**src/rtl/keycode_packer.sv**
```systemverilog
// keycode_packer
// Turns a stream of single-key press/release events into four packed
// 8-bit held-key slots. Occupied slots are always contiguous from slot0.
// A code never appears twice, so consumers can scan all four bytes for
// any code they care about.
//
// The event handshake is a two-state FSM:
//   IDLE  - ready; an accepted event is latched into holding registers.
//   APPLY - not ready; the held event is applied to the slots.
// This gives at most one event every two cycles. An event accepted at
// edge N is visible on keycode/key_count at edge N+1.

module keycode_packer #(
    parameter int         NUM_SLOTS  = 4,
    parameter logic [7:0] EMPTY_CODE = 8'h00
) (
    input  logic                   Clk,
    input  logic                   Reset,
    input  logic                   ev_valid,
    output logic                   ev_ready,
    input  logic [7:0]             ev_code,
    input  logic                   ev_release,
    input  logic                   clear_all,
    output logic [8*NUM_SLOTS-1:0] keycode,
    output logic [2:0]             key_count,
    output logic                   overflow
);

    typedef enum logic {
        IDLE  = 1'b0,
        APPLY = 1'b1
    } state_t;

    state_t state_q;
    state_t state_d;

    logic       accept;
    logic [7:0] hold_code;
    logic       hold_release;

    logic [7:0] slot_q [NUM_SLOTS];
    logic [7:0] slot_d [NUM_SLOTS];
    logic [2:0] count_q;
    logic [2:0] count_d;
    logic       overflow_q;
    logic       overflow_d;

    // shift_mask[i] is set when the held code sits in slot i or below it.
    // On a release, exactly these slots take the value of their upper
    // neighbour.
    logic [NUM_SLOTS-1:0] shift_mask;
    logic                 hit;
    logic                 placed;

    assign ev_ready = (state_q == IDLE);
    assign accept   = ev_valid && ev_ready;

    // FSM state register; clear_all returns to IDLE and abandons any held event.
    always_ff @(posedge Clk) begin
        // NOTE: Sequential state uses non-blocking assignments only. Every
        // always_ff then samples the values from before the edge, whatever
        // order the simulator happens to evaluate the blocks in.
        if (Reset) begin
            state_q <= IDLE;
        end else if (clear_all) begin
            state_q <= IDLE;
        end else begin
            state_q <= state_d;
        end
    end

    // FSM next-state: accept in IDLE, spend exactly one cycle in APPLY.
    always_comb begin
        state_d = state_q;
        unique case (state_q)
            IDLE:    if (accept) state_d = APPLY;
            APPLY:   state_d = IDLE;
            default: state_d = IDLE;
        endcase
    end

    // Holding registers: event fields are sampled only on the accepting edge.
    always_ff @(posedge Clk) begin
        if (Reset) begin
            hold_code    <= EMPTY_CODE;
            hold_release <= 1'b0;
        end else if (accept) begin
            hold_code    <= ev_code;
            hold_release <= ev_release;
        end
    end

    // Slot update: dedupe presses, fill the lowest empty slot, compact on release.
    always_comb begin
        // NOTE: Every variable gets a default before any branch. Without
        // defaults, a path that leaves a variable unassigned would infer a
        // latch.
        slot_d     = slot_q;
        count_d    = count_q;
        overflow_d = 1'b0;
        hit        = 1'b0;
        placed     = 1'b0;
        shift_mask = '0;

        for (int i = 0; i < NUM_SLOTS; i++) begin
            hit           = hit | (slot_q[i] == hold_code);
            shift_mask[i] = hit;
        end

        // An EMPTY_CODE event completes the handshake but has no effect.
        // This also keeps it from matching unoccupied slots.
        if (state_q == APPLY && hold_code != EMPTY_CODE) begin
            if (hold_release) begin
                if (hit) begin
                    for (int i = 0; i < NUM_SLOTS - 1; i++) begin
                        if (shift_mask[i]) begin
                            slot_d[i] = slot_q[i + 1];
                        end
                    end
                    slot_d[NUM_SLOTS - 1] = EMPTY_CODE;
                    count_d               = count_q - 3'd1;
                end
            end else if (!hit) begin
                for (int i = 0; i < NUM_SLOTS; i++) begin
                    if (!placed && slot_q[i] == EMPTY_CODE) begin
                        slot_d[i] = hold_code;
                        placed    = 1'b1;
                    end
                end
                if (placed) begin
                    count_d = count_q + 3'd1;
                end else begin
                    overflow_d = 1'b1;
                end
            end
        end
    end

    // Slot, count and overflow registers; Reset outranks clear_all.
    always_ff @(posedge Clk) begin
        // NOTE: The slot array is reset explicitly. It is only NUM_SLOTS
        // bytes, and it drives the keycode interface, which must read 0
        // straight out of reset.
        if (Reset || clear_all) begin
            for (int i = 0; i < NUM_SLOTS; i++) begin
                slot_q[i] <= EMPTY_CODE;
            end
            count_q    <= 3'd0;
            overflow_q <= 1'b0;
        end else begin
            slot_q     <= slot_d;
            count_q    <= count_d;
            overflow_q <= overflow_d;
        end
    end

    // Pack the slots onto the keycode bus, with slot0 in the low byte.
    for (genvar g = 0; g < NUM_SLOTS; g++) begin : g_pack
        assign keycode[8*g +: 8] = slot_q[g];
    end

    assign key_count = count_q;
    assign overflow  = overflow_q;

endmodule

```
**config.mk**
```make
export PLATFORM = sky130hd
export DESIGN_NAME = keycode_packer
export DESIGN_NICKNAME = d
export VERILOG_FILES = /design/src/rtl/keycode_packer.sv
export SDC_FILE = /design/constraint.sdc
export NUM_CORES = 1
export LEC_CHECK = 0
export ABC_AREA = 1
export ABC_CLOCK_PERIOD_IN_PS = 2700
export CAP_MARGIN = 20
export CORE_MARGIN = 1.5
export CORE_UTILIZATION = 53
export DETAILED_ROUTE_END_ITERATION = 12
export PLACE_DENSITY = 0.87
export SLEW_MARGIN = 20
export SYNTH_ARGS = -nofsm -noshare
export SYNTH_HDL_FRONTEND = slang
export SYNTH_SLANG_ARGS = --single-unit
```
**constraint.sdc**
```tcl
create_clock -name Clk -period 2.7 [get_ports Clk]
set_input_delay 0.54 -clock Clk [delete_from_list [all_inputs] [get_ports Clk]]
set_output_delay 0.54 -clock Clk [all_outputs]
set_load 0.03 [all_outputs]
```
======== Word-level counts from Yosys, hierarchy flattened ========
Cells that the tools add are included.
word-level totals
  word-level logic and storage cells ...... 84
  register bits ........................... 46
  output and inout bits ................... 37
cells by class
  add/subtract/negate cells ............... 2
  mux-type cells .......................... 33
  bitwise gates (word level) .............. 5
  reductions and logical operators ........ 26
  equality and inequality tests ........... 9
operators with widths
  cell                                                   number
  2-to-1 mux 32 bit                                      3
  2-to-1 mux 8 bit                                       7
  == test 8 bit                                          4
  logical NOT 8 bit                                      4
  2-to-1 mux 1 bit                                       18
  AND reduction 5 bit                                    3
  2-to-1 mux 3 bit                                       4
  nonzero test 2 bit                                     5
  inequality test 2 bit, second input constant           4
  AND reduction 4 bit                                    2
  nonzero test 8 bit                                     1
  logical AND 1 bit                                      5
  OR reduction 4 bit                                     1
  adder 3 x 1 -> 3 bit, second input constant            1
  logical NOT 1 bit                                      3
  bitwise OR 1 bit                                       3
  subtractor 3 x 1 -> 3 bit, second input constant       1
  inequality test 2 x 1 -> 1 bit, second input constant  1
  NOT 1 bit                                              2
  one-hot mux 1 bit (2 select lines)                     1
  OR reduction 2 bit                                     1
  logical OR 1 bit                                       1

======== Longest topological paths before layout ========
  word-level depth ........................ 28
  mapped depth ............................ 17

======== Worst setup path after synthesis ========
No wires, ideal clock.
  path type ............................... register to register
  start ................................... reg slot_q (netlist bit keycode[7])
  end ..................................... reg slot_q (netlist bit keycode[24])
  data required time ...................... 2.568 ns
  path buffers ............................ 0
  setup time .............................. 0.132 ns
  cell stages (with the launch flop) ...... 14
  arrival time ............................ 1.972 ns
  slack ................................... 0.596 ns
  path through ............................ dfxtp_1 -> xor2_1 -> nor2_1 -> nand2_1 -> nor2_2 -> nor2_4 -> nand3_2 -> ha_1 -> nor2_2 -> inv_2 -> a21oi_2 -> nand2_2 -> nand2_1 -> a21oi_1
on the way
  word-level cells in the longest chain between the ends .. 21
ends and longest elaborated chain
  item                                      RTL line  text
  start: declaration                        41        logic [7:0] slot_q [NUM_SLOTS];
  start signal: assignment                  151       slot_q <= slot_d;
  logical NOT 8 bit                         125       if (!placed && slot_q[i] == EMPTY_CODE) begin
  2-to-1 mux 1 bit                          125
  2-to-1 mux 1 bit                          123       end else if (!hit) begin
  2-to-1 mux 1 bit                          113       if (hold_release) begin
  2-to-1 mux 1 bit                          112       if (state_q == APPLY && hold_code != EMPTY_CODE) begin
  logical NOT 1 bit                         125
  logical AND 1 bit                         125
  2-to-1 mux 1 bit                          125
  (+5 left out)                             n/a
  2-to-1 mux 1 bit                          125
  2-to-1 mux 1 bit                          123
  2-to-1 mux 1 bit                          113
  2-to-1 mux 1 bit                          112
  logical NOT 1 bit                         125
  logical AND 1 bit                         125
  nonzero test 2 bit (no source line)       n/a
  AND reduction 4 bit (no source line) (*)  n/a
Mark *: on every way between the ends. The rest lies on a longest branch, timed or not. The select of a mux whose other input is x is not followed.
A chain may end at the register's enable or synchronous reset.

======== Worst setup path after layout ========
  start ................................... reg hold_code[4]
  end ..................................... reg slot_q (netlist bit keycode[4])
on the way
  word-level cells in the longest chain between the ends .. 6
ends and longest elaborated chain
  item                                                                                             RTL line  text
  start: declaration                                                                               38        logic [7:0] hold_code;
  start signal: assignment                                                                         88        hold_code <= ev_code;
  == test 8 bit                                                                                    106       hit = hit | (slot_q[i] == hold_code);
  bitwise OR 1 bit (3 in series)                                                                   106
  inequality test 2 bit (no source line) / inequality test 2 x 1 -> 1 bit (equally long branches)  n/a
  AND reduction 5 bit (no source line)                                                             n/a
Several ways; a longest one is shown, not always the timed one. The select of a mux whose other input is x is not followed.

==> flow_results.org <==
** Route
- The highest metal layer carrying signal wires in the routed design is met4.
- In the final routed layout, each cell accounts on average for roughly 15 um.
- For this run, design rule violations remaining after detail routing come to 0.
- Initial detailed-routing violation count :: 318
- Summed over all nets, wire length on met2 after detailed routing comes to approximately 3800 um.
- Once detail routing completed, the nets flagged for antenna violations numbered 0.
- Overall routed net length :: around 8500 um
- After detailed routing, the number of vias per cell comes to 5.52.
- Met1 routed wirelength after detailed routing :: between 3000 and 4000 um
- Detailed routing placed a total of between 700 and 800 um of wire on met3.
- The routed layout has 3,042 vias.
- The first TritonRoute pass finished after 5 iterations.

** Synth
- After synthesis, the cell types taking the most area are sky130_fd_sc_hd__dfxtp_1 34%, sky130_fd_sc_hd__nand2_1 16%, sky130_fd_sc_hd__nor2_1 11%, sky130_fd_sc_hd__a21oi_1 8.0%, sky130_fd_sc_hd__inv_1 5.2%.
- For this run, the leading register cell type out of synthesis is sky130_fd_sc_hd__dfxtp_1.
- After synthesis, the share of flip-flops with an asynchronous set or reset is 0%.
- The synthesized netlist occupies a cell area of 2750 um2.
- Portion of synthesized cell area occupied by the leading cell type :: 33.5%
- Largest area contributor in the synthesized netlist :: sky130_fd_sc_hd__dfxtp_1
- Number of library cell types mapped by synthesis :: 29
- Yosys mapped a number of flops with a built-in enable equal to 0.
- Warning count from the yosys run :: 0
- Synth Instances :: around 430
- Per-instance average area after synthesis :: between 6 and 7 um2
- Synthesis produced a netlist with a net count of approximately 450.
- Summing the sequential cell areas from Yosys gives between 30 and 40% of the chip area.
- Flip-flop and latch count after synthesis :: 46

** Critical path
- STA classifies the critical path endpoint as a flip-flop.
- The critical path in this run is classified as flip-flop to flip-flop.
- In this run the critical register-to-register path is launched from hold_code[4].
- Data on the critical path arrives at its endpoint at between 2 and 3 ns.
- Walking the worst path, the cells encountered are inv_2 > nand2_1 > nand2_1 > nor2_1 > nand2_1 > nor2_2 > nor2_4 > nand3_2 > ha_1 > nor2_2 > inv_2 > a21oi_4 > nand3_1 > nand2_1 > nor2_1.
- For flop-to-flop paths, the worst setup slack is between 0.2 and 0.3 ns.
- Data on the critical path is required at its endpoint by between 2 and 3 ns.
- CP Buf/Inv Count :: 2
- On the worst path, the slowest cell contributes a delay of around 0.43 ns.
- The endpoint identified for the worst register-to-register timing path is keycode[4].
- Slowest stage cell, crit path :: sky130_fd_sc_hd__dfxtp_1
- Worst reg-to-reg path cell count :: 15
- Counting stages on the worst path, the most repeated cell is sky130_fd_sc_hd__nand2_1.
- Type of element launching the critical path :: flip-flop
- On the critical path the largest part of the delay comes from simple AND/OR/NAND/NOR gates.
- In this run the worst path has a maximum fanout of 16.

** Global routing
- Antenna violations before repair :: 0
- Total gr overflow :: 0
- First-pass GRT wire length :: roughly 14,000 um
- Global routing used 32.2% of the available tracks across all layers.
- Entering global routing, the biggest net connects 34 pins.
- Vias in the first global route :: about 2,700

** Floorplanning
- Die width :: ~75 um
- Row count :: 26
- In this run the count of I/O pins placed on the die edge is 50.
- Floorplan core area :: ~5000 um2
- The initial utilization of the core area, before any placement, comes to 54.4%.
- The floorplan step set the die height to around 75 um.
- The die covers approximately 5600 um2.

** Timing
- Setup repair after global routing left no endpoint under its margin.
- Worst hold margin :: about 0.5 ns
- Final max-slew violation count :: 0
- Max Freq :: 0.415 GHz
- Hold Vio Cnt, Final :: 0
- Least setup slack across all paths after layout :: 0.293 ns
- Setup violations remaining at the end of the flow were counted as 0.
- Subtracting the final worst setup slack from the clock period gives 2.41 ns.
- Setup total negative slack :: 0 ns
- Relative slew slack :: roughly 62%
- Part of the cycle the worst path needs :: roughly nine tenths
- For the pin with the worst max-slew slack, the measured transition is 0.565 ns.
- Between clock sinks in the finished design, the worst skew comes to 0.00550 ns.

** Layout
- For this run, the share of the core covered by cells in the final layout is between 60 and 70%.
- The number of antenna diodes in the final layout is 0.
- The library cell used most frequently in the layout, excluding fill and tap cells, is sky130_fd_sc_hd__nand2_1.
- Leading cell types in the layout, fill and taps excluded :: 117 x sky130_fd_sc_hd__nand2_1, 77 x sky130_fd_sc_hd__nor2_1, 49 x sky130_fd_sc_hd__clkdlybuf4s50_1
- Number of nets in the final layout :: between 400 and 500
- In the final layout, the share of cells above drive strength 1 is 7.90%.
- Area growth from synthesis to final layout :: 23.3%

** CTS
- CTS placed an instance of sky130_fd_sc_hd__clkbuf_8 at the clock tree root.
- Cts-stage hold buffer count :: 0
- After clock tree synthesis, the setup repair step added 0 buffers.
- The clock passes through at most 2 buffers.
- CTS tree :: built
- For this design, the sink count on the clock tree is 46.
- The number of clock buffers added by TritonCTS is 5.
- Count of cells resized by post-cts repair :: 0
- CTS H-Tree Depth :: 2
- Clock-pin slew was measured on the worst setup and hold paths at around 0.09 ns.
- Worst-Skew Late Latency :: 0.30 ns

** Placed design
- Detailed placement HPWL :: about 6300 um
- Buffers placed on the I/O ports in this run total 49.
- Pre-CTS setup slack :: 0.350 ns
- Global placement routability congestion :: 1.11

** Pwr
- Power per cell area :: roughly 460 nW/um2
- The internal power of the cells totals 1.07 mW.
- The share of total power dissipated in the clock network is between 30% and 40%.
- Comb power frac :: a little over a fifth
- Summed over all nets, the switching power comes to 0.497 mW.
- Net switching is a little under a third of the power.
- Worst supply voltage drop on vdd :: 294 uV
- Leakage power of the design :: 1.28 nW
- Sequential fraction of design power :: 46.1%

** Min path
- Endpoint of the worst hold path :: key_count[2]
- The tightest min-delay check is of the flip-flop to flip-flop type.
- The startpoint identified for the worst hold timing path is key_count[2].
- The worst hold path passes through 2 cells.

** Outcome
- Run status :: finished, final reports clean

** Run
- Number of maximum-capacitance constraint violations :: 0
## worst max path at each step
stage / cells after the start / to / from
2_1_floorplan: 13 / keycode[24] / keycode[7]
3_3_place_gp: 15 / keycode[6] / hold_code[4]
3_5_place_dp: 15 / keycode[30] / hold_code[4]
4_1_cts: 15 / keycode[30] / hold_code[4]
5_1_grt: 15 / keycode[30] / hold_code[5]
6_report: 15 / keycode[4] / hold_code[4]
## power groups by stage
| stage | combinational (mW) | clock [mW] | sequential (mW) |
|---|---|---|---|
| after CTS | 0.337 | 0.501 | 0.721 |
| final | 0.344 | 0.500 | 0.723 |
| after floorplan | 0.249 | 0 | 0.737 |
| after global placement | 0.333 | 0 | 0.737 |
| after global routing | 0.381 | 0.525 | 0.725 |
| after detailed placement | 0.336 | 0 | 0.737 |
## cell families after synthesis
logic type	count (synthesis)	synth area share (%)
simple gates	240	37.4
buf+inv	63	9.57
compound gates	74	15.5
xor+xnor	9	2.87
fa+ha+maj	2	1.19
flops	46	33.5
## worst reg2reg max path, cell delays in order, from the launching register on
cell                      delay, ns
sky130_fd_sc_hd__dfxtp_1       0.43
sky130_fd_sc_hd__inv_2         0.22
sky130_fd_sc_hd__nand2_1       0.07
sky130_fd_sc_hd__nand2_1       0.07
sky130_fd_sc_hd__nor2_1        0.05
sky130_fd_sc_hd__nand2_1       0.07
sky130_fd_sc_hd__nor2_2        0.05
sky130_fd_sc_hd__nor2_4        0.18
sky130_fd_sc_hd__nand3_2       0.10
sky130_fd_sc_hd__ha_1          0.20
sky130_fd_sc_hd__nor2_2        0.14
sky130_fd_sc_hd__inv_2         0.07
sky130_fd_sc_hd__a21oi_4       0.38
sky130_fd_sc_hd__nand3_1       0.16
sky130_fd_sc_hd__nand2_1       0.09
sky130_fd_sc_hd__nor2_1        0.04
## through the flow
step,std cells,cell area [um2],power [mW]
after floorplan,434,2750,0.986
after global placement,543,3270,1.07
after detailed placement,543,3270,1.07
after CTS,551,3380,1.56
after global routing,551,3380,1.63
final,551,3380,1.57
## area by class of cell
class / instances / area (um2)
timing repair buffer: 53 / 520
inverter: 49 / 184
sequential: 46 / 921
clock buffer: 8 / 110
fill: 456 / 1660
tap: 70 / 87.6
multi-input combinational: 325 / 1560
## cell usage after synthesis, types with 4 or more instances
cell,n
sky130_fd_sc_hd__nor2_1,77
sky130_fd_sc_hd__o21ai_0,12
sky130_fd_sc_hd__nand3_1,19
sky130_fd_sc_hd__inv_1,38
sky130_fd_sc_hd__nand2_1,117
sky130_fd_sc_hd__clkbuf_1,7
sky130_fd_sc_hd__xor2_1,4
sky130_fd_sc_hd__xnor2_1,5
sky130_fd_sc_hd__o21bai_1,5
sky130_fd_sc_hd__a21oi_1,44
sky130_fd_sc_hd__inv_2,11
sky130_fd_sc_hd__a211oi_1,9
sky130_fd_sc_hd__dfxtp_1,46
sky130_fd_sc_hd__nand4_1,14
## per-layer routing
layer  track usage, %  vias up
met3             4.55       24
met2             50.8      172
li1                 -     1483
met1             44.2     1363
met4             13.5        0
met5                0        -
## registers in the layout (all words and copies together), names as in the netlist
register / count
key_count: 3
hold_code: 8
state_q: 1
overflow: 1
hold_release: 1
keycode: 32
Note: power is estimated with default switching activity, not from simulation.
